### src/rtl/dt1_hazunit_mc.sv
// Hazard unit for the 5-stage RV32I core: forwarding, branch flush, load-use and mul/div stalls.
// Optional stall/flush performance counters are enabled with `HAZ_PERF_EN.
module dt1_hazunit_mc #(
  parameter int RAW      = 5,
  parameter int LOAD_LAT = 1,
  parameter int MD_LAT   = 4,
  parameter int CNT_W    = 32
) (
  input  logic           clk,
  input  logic           reset,
  input  logic [RAW-1:0] Rs1E,
  input  logic [RAW-1:0] Rs2E,
  input  logic [RAW-1:0] RdE,
  input  logic [RAW-1:0] RdM,
  input  logic [RAW-1:0] RdW,
  input  logic           RegWriteE,
  input  logic           RegWriteM,
  input  logic           RegWriteW,
  input  logic [RAW-1:0] Rs1D,
  input  logic [RAW-1:0] Rs2D,
  input  logic           ResultSrcEb0,
  input  logic           MdStartE,
  input  logic           PCSrcE,
  output logic [1:0]     ForwardAE,
  output logic [1:0]     ForwardBE,
  output logic           StallF,
  output logic           StallD,
  output logic           StallE,
  output logic           FlushD,
  output logic           FlushE,
  output logic           FlushM,
  output logic           MdBusy
`ifdef HAZ_PERF_EN
  ,
  output logic [CNT_W-1:0] StallCycles,
  output logic [CNT_W-1:0] FlushCycles
`endif
);

  localparam int MaxLat = (LOAD_LAT > MD_LAT) ? LOAD_LAT : MD_LAT;
  localparam int CntW   = $clog2(MaxLat) + 1;
  localparam logic [CntW-1:0] LdInit = CntW'((LOAD_LAT > 1) ? LOAD_LAT - 2 : 0);
  // The IDLE cycle that launches a mul/div is already a stall cycle, so MDBUSY
  // lasts MD_LAT-2 cycles and the counter starts one below that.
  localparam logic [CntW-1:0] MdInit = CntW'((MD_LAT > 2) ? MD_LAT - 3 : 0);

  typedef enum logic [1:0] {IDLE, LSTALL, MDBUSY} state_t;

  state_t          state, stateNext;
  logic [CntW-1:0] cnt, cntNext;
  logic            mdRelease, mdReleaseNext;
  logic            lu, ldStall, mdStall;

  always_comb begin
    ForwardAE = 2'b00;
    if (Rs1E != '0 && RegWriteM && Rs1E == RdM)      ForwardAE = 2'b10;
    else if (Rs1E != '0 && RegWriteW && Rs1E == RdW) ForwardAE = 2'b01;
    ForwardBE = 2'b00;
    if (Rs2E != '0 && RegWriteM && Rs2E == RdM)      ForwardBE = 2'b10;
    else if (Rs2E != '0 && RegWriteW && Rs2E == RdW) ForwardBE = 2'b01;
  end

  assign lu = ResultSrcEb0 & RegWriteE & (RdE != '0) & ((Rs1D == RdE) | (Rs2D == RdE)) & ~PCSrcE;

  always_ff @(posedge clk or posedge reset) begin
    if (reset) begin
      state     <= IDLE;
      cnt       <= '0;
      mdRelease <= 1'b0;
    end else begin
      state     <= stateNext;
      cnt       <= cntNext;
      mdRelease <= mdReleaseNext;
    end
  end

  // mdRelease marks the cycle after the last mul/div stall: the op is still in E
  // with MdStartE high and must leave rather than relaunch.
  always_comb begin
    stateNext     = state;
    cntNext       = cnt;
    mdReleaseNext = 1'b0;
    ldStall       = 1'b0;
    mdStall       = 1'b0;
    case (state)
      IDLE: begin
        if (MdStartE && !mdRelease && MD_LAT > 1) begin
          mdStall = 1'b1;
          if (MD_LAT > 2) begin
            stateNext = MDBUSY;
            cntNext   = MdInit;
          end else begin
            mdReleaseNext = 1'b1;
          end
        end else if (lu) begin
          ldStall = 1'b1;
          if (LOAD_LAT > 1) begin
            stateNext = LSTALL;
            cntNext   = LdInit;
          end
        end
      end
      LSTALL: begin
        ldStall = 1'b1;
        if (cnt == '0) stateNext = IDLE;
        else           cntNext   = cnt - CntW'(1);
      end
      MDBUSY: begin
        mdStall = 1'b1;
        if (cnt == '0) begin
          stateNext     = IDLE;
          mdReleaseNext = 1'b1;
        end else begin
          cntNext = cnt - CntW'(1);
        end
      end
      default: stateNext = IDLE;
    endcase
  end

  // Reset masks the controls combinationally so an abort takes effect in-cycle.
  assign StallF = (ldStall | mdStall) & ~reset;
  assign StallD = (ldStall | mdStall) & ~reset;
  assign StallE = mdStall & ~reset;
  assign FlushM = mdStall & ~reset;
  assign FlushD = PCSrcE & ~reset;
  assign FlushE = (PCSrcE | ldStall) & ~mdStall & ~reset;
  assign MdBusy = (state != IDLE);

`ifdef HAZ_PERF_EN
  always_ff @(posedge clk or posedge reset) begin
    if (reset) begin
      StallCycles <= '0;
      FlushCycles <= '0;
    end else begin
      if (StallD && StallCycles != '1)             StallCycles <= StallCycles + CNT_W'(1);
      if ((FlushD || FlushE) && FlushCycles != '1) FlushCycles <= FlushCycles + CNT_W'(1);
    end
  end
`endif

endmodule

### config.mk
export PLATFORM = sky130hd
export DESIGN_NAME = dt1_hazunit_mc
export DESIGN_NICKNAME = d
export VERILOG_FILES = /design/src/rtl/dt1_hazunit_mc.sv
export SDC_FILE = /design/constraint.sdc
export NUM_CORES = 1
export LEC_CHECK = 0
export CORE_UTILIZATION = 45
export DETAILED_ROUTE_END_ITERATION = 12
export DONT_BUFFER_PORTS = 1
export PLACE_DENSITY_LB_ADDON = 0.08
export SLEW_MARGIN = 20
export SYNTH_ARGS = -nofsm -noshare
export SYNTH_HDL_FRONTEND = slang
export SYNTH_SLANG_ARGS = --single-unit
### constraint.sdc
create_clock -name clk -period 1.7 [get_ports clk]
set_clock_uncertainty 0.05 [all_clocks]
set_input_delay 0 -clock clk [delete_from_list [all_inputs] [get_ports clk]]
set_output_delay 0 -clock clk [all_outputs]
set_load 0.03 [all_outputs]
-- Word-level counts from Yosys, hierarchy flattened
Cells that the tools add are included.
- eq/ne operators: 11
- multiplexer cells: 17
- reductions and logical operators: 20
- bitwise operators: 15
- add/subtract/negate cells: 1
- operators with widths (cell ; number):
    == test 5 bit ; 6
    nonzero test 5 bit ; 3
    bitwise AND 1 bit ; 9
    logical AND 1 bit ; 9
    2-to-1 mux 2 bit ; 4
    2-to-1 mux 1 bit ; 7
    2-to-1 mux 3 bit ; 2
    one-hot mux 3 bit (2 select lines) ; 1
    inequality test 2 bit (second input constant) ; 2
    one-hot mux 1 bit (2 select lines) ; 2
    one-hot mux 2 bit (2 select lines) ; 1
    nonzero test 2 bit ; 2
    logical NOT 3 bit ; 1
    inverter 1 bit ; 3
    OR 1 bit ; 3
    AND reduction 3 bit ; 1
    subtractor 3 x 1 -> 3 bit (second input constant) ; 1
    == test 2 x 1 -> 1 bit (second input constant) ; 1
    == test 2 bit (second input constant) ; 1
    logical NOT 2 bit ; 1
    inequality test 2 x 1 -> 1 bit (second input constant) ; 1
    AND reduction 2 bit ; 1
    OR reduction 2 bit ; 1
    logical NOT 1 bit ; 1
- register bits after elaboration: 6
- word-level logic and storage cells: 67

-- Longest topological paths before layout
- depth in word-level cells: 10
- gate-level depth with buffers: 5

-- Worst setup path after synthesis
Ideal clock, no wire load.
- kind: in2out
- start point: input port RdE[2]
- end point: output port StallF
- data arrival time: 1.621 ns
- stages on the path: 5
- buffers on the path: 1
- setup slack: 0.029 ns
- path through: xor2_1 > nor3_1 > a22oi_1 > o32ai_1 > buf_4
- word-level cells in the longest chain between the ends: 9
- elaborated cells between the ends (all ways): 12
- classes of those cells: eq/ne: 2; mux: 3; bitwise: 6; reduce/logical: 1
- RTL lines (item ; RTL line ; RTL):
    start: declaration ; 13 ; input logic [RAW-1:0] RdE,
    == test 5 bit / nonzero test 5 bit (equally long branches) ; 63 ; assign lu = ResultSrcEb0 & RegWriteE & (RdE != '0) & ((Rs1D == RdE) | (Rs2D == RdE)) & ~PCSrcE;
    OR 1 bit / bitwise AND 1 bit (equally long branches) ; 63 ;
    bitwise AND 1 bit * (2 in a row) ; 63 ;
    2-to-1 mux 1 bit * ; 95 ; end else if (lu) begin
    2-to-1 mux 1 bit * ; 87 ; if (MdStartE && !mdRelease && MD_LAT > 1) begin
    one-hot mux 1 bit (2 select lines) * ; 85 ; case (state)
    OR 1 bit * ; -- ;
    bitwise AND 1 bit * ; -- ;
    end: declaration ; 26 ; output logic StallF,
Every way passes the cells marked *; elsewhere a longest branch is shown, timed or not.

-- Worst setup path in the final report
- start point: input port reset
- end point: output port FlushE
- word-level cells in the longest chain between the ends: 2
- RTL lines (item ; RTL line ; RTL):
    start: declaration ; 10 ; input logic reset,
    inverter 1 bit ; 127 ; assign FlushE = (PCSrcE | ldStall) & ~mdStall & ~reset;
    bitwise AND 1 bit ; 127 ;
    end: declaration ; 30 ; output logic FlushE,
No other way between the ends.

==> flow_metrics.py <==
metrics = {
    "setup_path": {
        "crit_path_start_kind": "input port",
        "crit_required_ps": 1650,
        "cp_data_arrival_time_ps": 1460,
        "startpoint": "reset",
        "crit_path_max_fanout": 6,
        "crit_type": "input port to output port",
        "r2r-start": "cnt[0]",
        "end_kind": "output port",
    },
    "timing": {
        "worst_slew_pin_slew_ps": 859.8,
        "slew_headroom_pct": 42.20,
        "slew_viol_final": 0,
        "fin_crit_sh_pct": 88.77,
        "finalHoldViolations": 0,
        "fmax_mhz": 662.6,
        "worst_slack_ps": 190.9,
        "fin_setup_tns_ps": 0,
        "setup_violations": 0,
        "period_minus_slack_ps": 1509,
        "hold_slack_ps": 18.49,
        "rsz0062_at_grt": "no",
    },
    "yosys": {
        "syn-cell-area_um2": 713.2,
        "ys_warn_count": 0,
        "ys_ff_latch": 5,
        "synth.net_count": 123,
        "syn_inst": 78,
        "synth_top_area_share_pct": 19.65,
        "synth_commonest_cells": "16 x xnor2_1, 14 x xor2_1, 5 x dfrtp_1, 5 x nor2_1",
        "syn_avg_cell_area_um2": 9.143,
        "synth_most_common_cell": "xnor2_1",
        "synth_largest_area_cell": "xnor2_1",
        "synth-edff-count": 0,
        "yosysSeqAreaShare_pct": 17.54,
        "synth_area_leaders": "xnor2_1 20%, dfrtp_1 18%, xor2_1 17%, nor4_2 7.0%, ha_1 3.5%",
        "synth_cell_types": 26,
        "async_reset_ff_share_pct": 100.0,
        "ys.flop_type": "dfrtp_1",
    },
    "clocking": {
        "clk_pin_slew_ps": 40,
        "cts_root_buffer": "clkbuf_4",
        "cts_max_path_buffers": 2,
        "cts_buffers": 3,
        "cts_tree": "built",
        "clkSinkCount": 5,
        "post-cts-setup-buffer-count": 0,
        "insertion_delay_ps": 240,
        "ctsHtreeMaxLevel": 1,
    },
    "cells_and_area": {
        "post-route-cell-area_um2": 822.0,
        "area_delta_synth_final_pct": 15.26,
        "diodes": 0,
        "fin_util_pct": 55.21,
        "drive_above_1_share_pct": 25.84,
        "nNetsFinal": 135,
    },
    "detailed_routing": {
        "drt_first_pass_iters": 3,
        "ant_nets": 0,
        "wirelength_um": 1398,
        "drcViolationCount": 0,
        "wire_per_inst_um": 13.31,
        "vias": 591,
        "drt_iter0_markers": 5,
        "drt-vias-per-instance": 5.629,
    },
    "placement": {
        "placed_cell_area_um2": 785.8,
        "routabilityCongestion": 0.7458,
        "io_buffers": 0,
        "dp_slack_ps": 342.7,
        "dp_hpwl_um": 1255,
    },
    "run": {
        "drv_cap": 0,
    },
    "global_routing": {
        "antenna_found_initial": 0,
        "met3_usage_pct": 8.696,
        "overflow": 0,
        "grt_max_degree": 7,
        "met1_usage_pct": 17.21,
        "grt_pass1_vias": 627,
        "track_usage_pct": 16.89,
        "grt_first_pass_wirelength_um": 2311,
        "busiest_layer": "met2",
        "met2_usage_pct": 30.31,
    },
    "min_path": {
        "min_from": "MdStartE",
        "hold_path.class": "input port to flop",
    },
    "power": {
        "powerDensity_nw_per_um2": 948.9,
        "peakVddDrop_mv": 0.6708,
        "power.leakage_nw": 0.3104,
    },
    "floorplanning": {
        "die_h_um": 41.81,
        "core_area_um2": 1489,
        "die-area_um2": 1748,
        "row_count": 14,
        "die_w_um": 41.81,
        "floorplan.initialDensity_pct": 47.90,
        "io_pins": 54,
    },
    "run_status": {
        "status": "finished, final reports clean",
    },
}
==> critical path, cell delays in order <==
cell and delay [ps]:
dlygate4sd3_1 550, inv_2 130, o2111ai_1 170, a211o_1 290, o2bb2ai_1 140, buf_4 170
==> power breakdown <==
| group | internal, W | switching [W] |
|---|---|---|
| sequential | 0.000178 | 0.0000276 |
| clock | 0.0000885 | 0.0000450 |
| combinational | 0.000206 | 0.000236 |
| total | 0.000472 | 0.000308 |
==> metal layers <==
| layer | share of wire [%] | vias to the layer above | wire, µm |
|---|---|---|---|
| met5 | 0 | - | 0 |
| met1 | 35 | 266 | 488 |
| met3 | 12 | 0 | 167 |
| met4 | 0 | 0 | 0 |
| li1 | - | 295 | - |
| met2 | 53 | 30 | 743 |
==> flip-flops by register name, indices dropped and copies added, names as in the netlist <==
signal and cells:
cnt 3, mdRelease 1, state 1
==> repair_timing <==
action                                 4_1_cts  5_1_grt
gates resized for setup                      0        1
endpoints found under the hold margin        5        0
setup endpoints to repair                    0        1
hold buffers                                 1        0
==> cell type report <==
cell class | instances | area, µm²
Clock buffer | 4 | 26.28
Fill cell | 141 | 666.9
Inverter | 4 | 15.01
Multi-Input combinational cell | 67 | 565.5
Sequential cell | 5 | 125.1
Tap cell | 16 | 20.02
Timing Repair Buffer | 9 | 70.07
==> kinds of logic after synthesis <==
group	share of synthesized area (%)
xor gates and xnor gates	36.84
DFF	17.54
and+or+nand+nor	25.97
muxes	3.158
adders and majority gates	3.508
buffers and inverters	4.209
AOI/OAI and AO/OA	8.773
==> stage by stage <==
step                instances   power, W
floorplan                  78  0.0005546
global placement          100  0.0006406
detailed placement        100  0.0006525
CTS                       105  0.0007960
global route              105  0.0008574
finish                    105  0.0007800
==> placed cells by master, fill, tap and decap left out, types with 2 or more instances in the layout <==
| cell | count |
|---|---|
| clkbuf_4 | 3 |
| buf_4 | 8 |
| nor3_1 | 2 |
| xor2_1 | 14 |
| dfrtp_1 | 5 |
| nor2_4 | 2 |
| inv_1 | 3 |
| nor4_2 | 4 |
| nand2_1 | 2 |
| or4_4 | 2 |
| xnor2_1 | 16 |
| ha_1 | 2 |
| nand4_1 | 4 |
| nor2_1 | 5 |
| mux2_2 | 2 |
==> path summary, 6_finish.rpt <==
kind                                   to  slack (ps)  cells after the start
min in group asynchronous       mdRelease          50                      2
max in group asynchronous          cnt[0]        1410                      2
worst max register to register     cnt[0]         350                      5
worst min register to register     cnt[1]         490                      2
worst min-delay path             state[1]          20                      2
worst max-delay path               FlushE         190                      6
(Power assumes the default switching activity.)
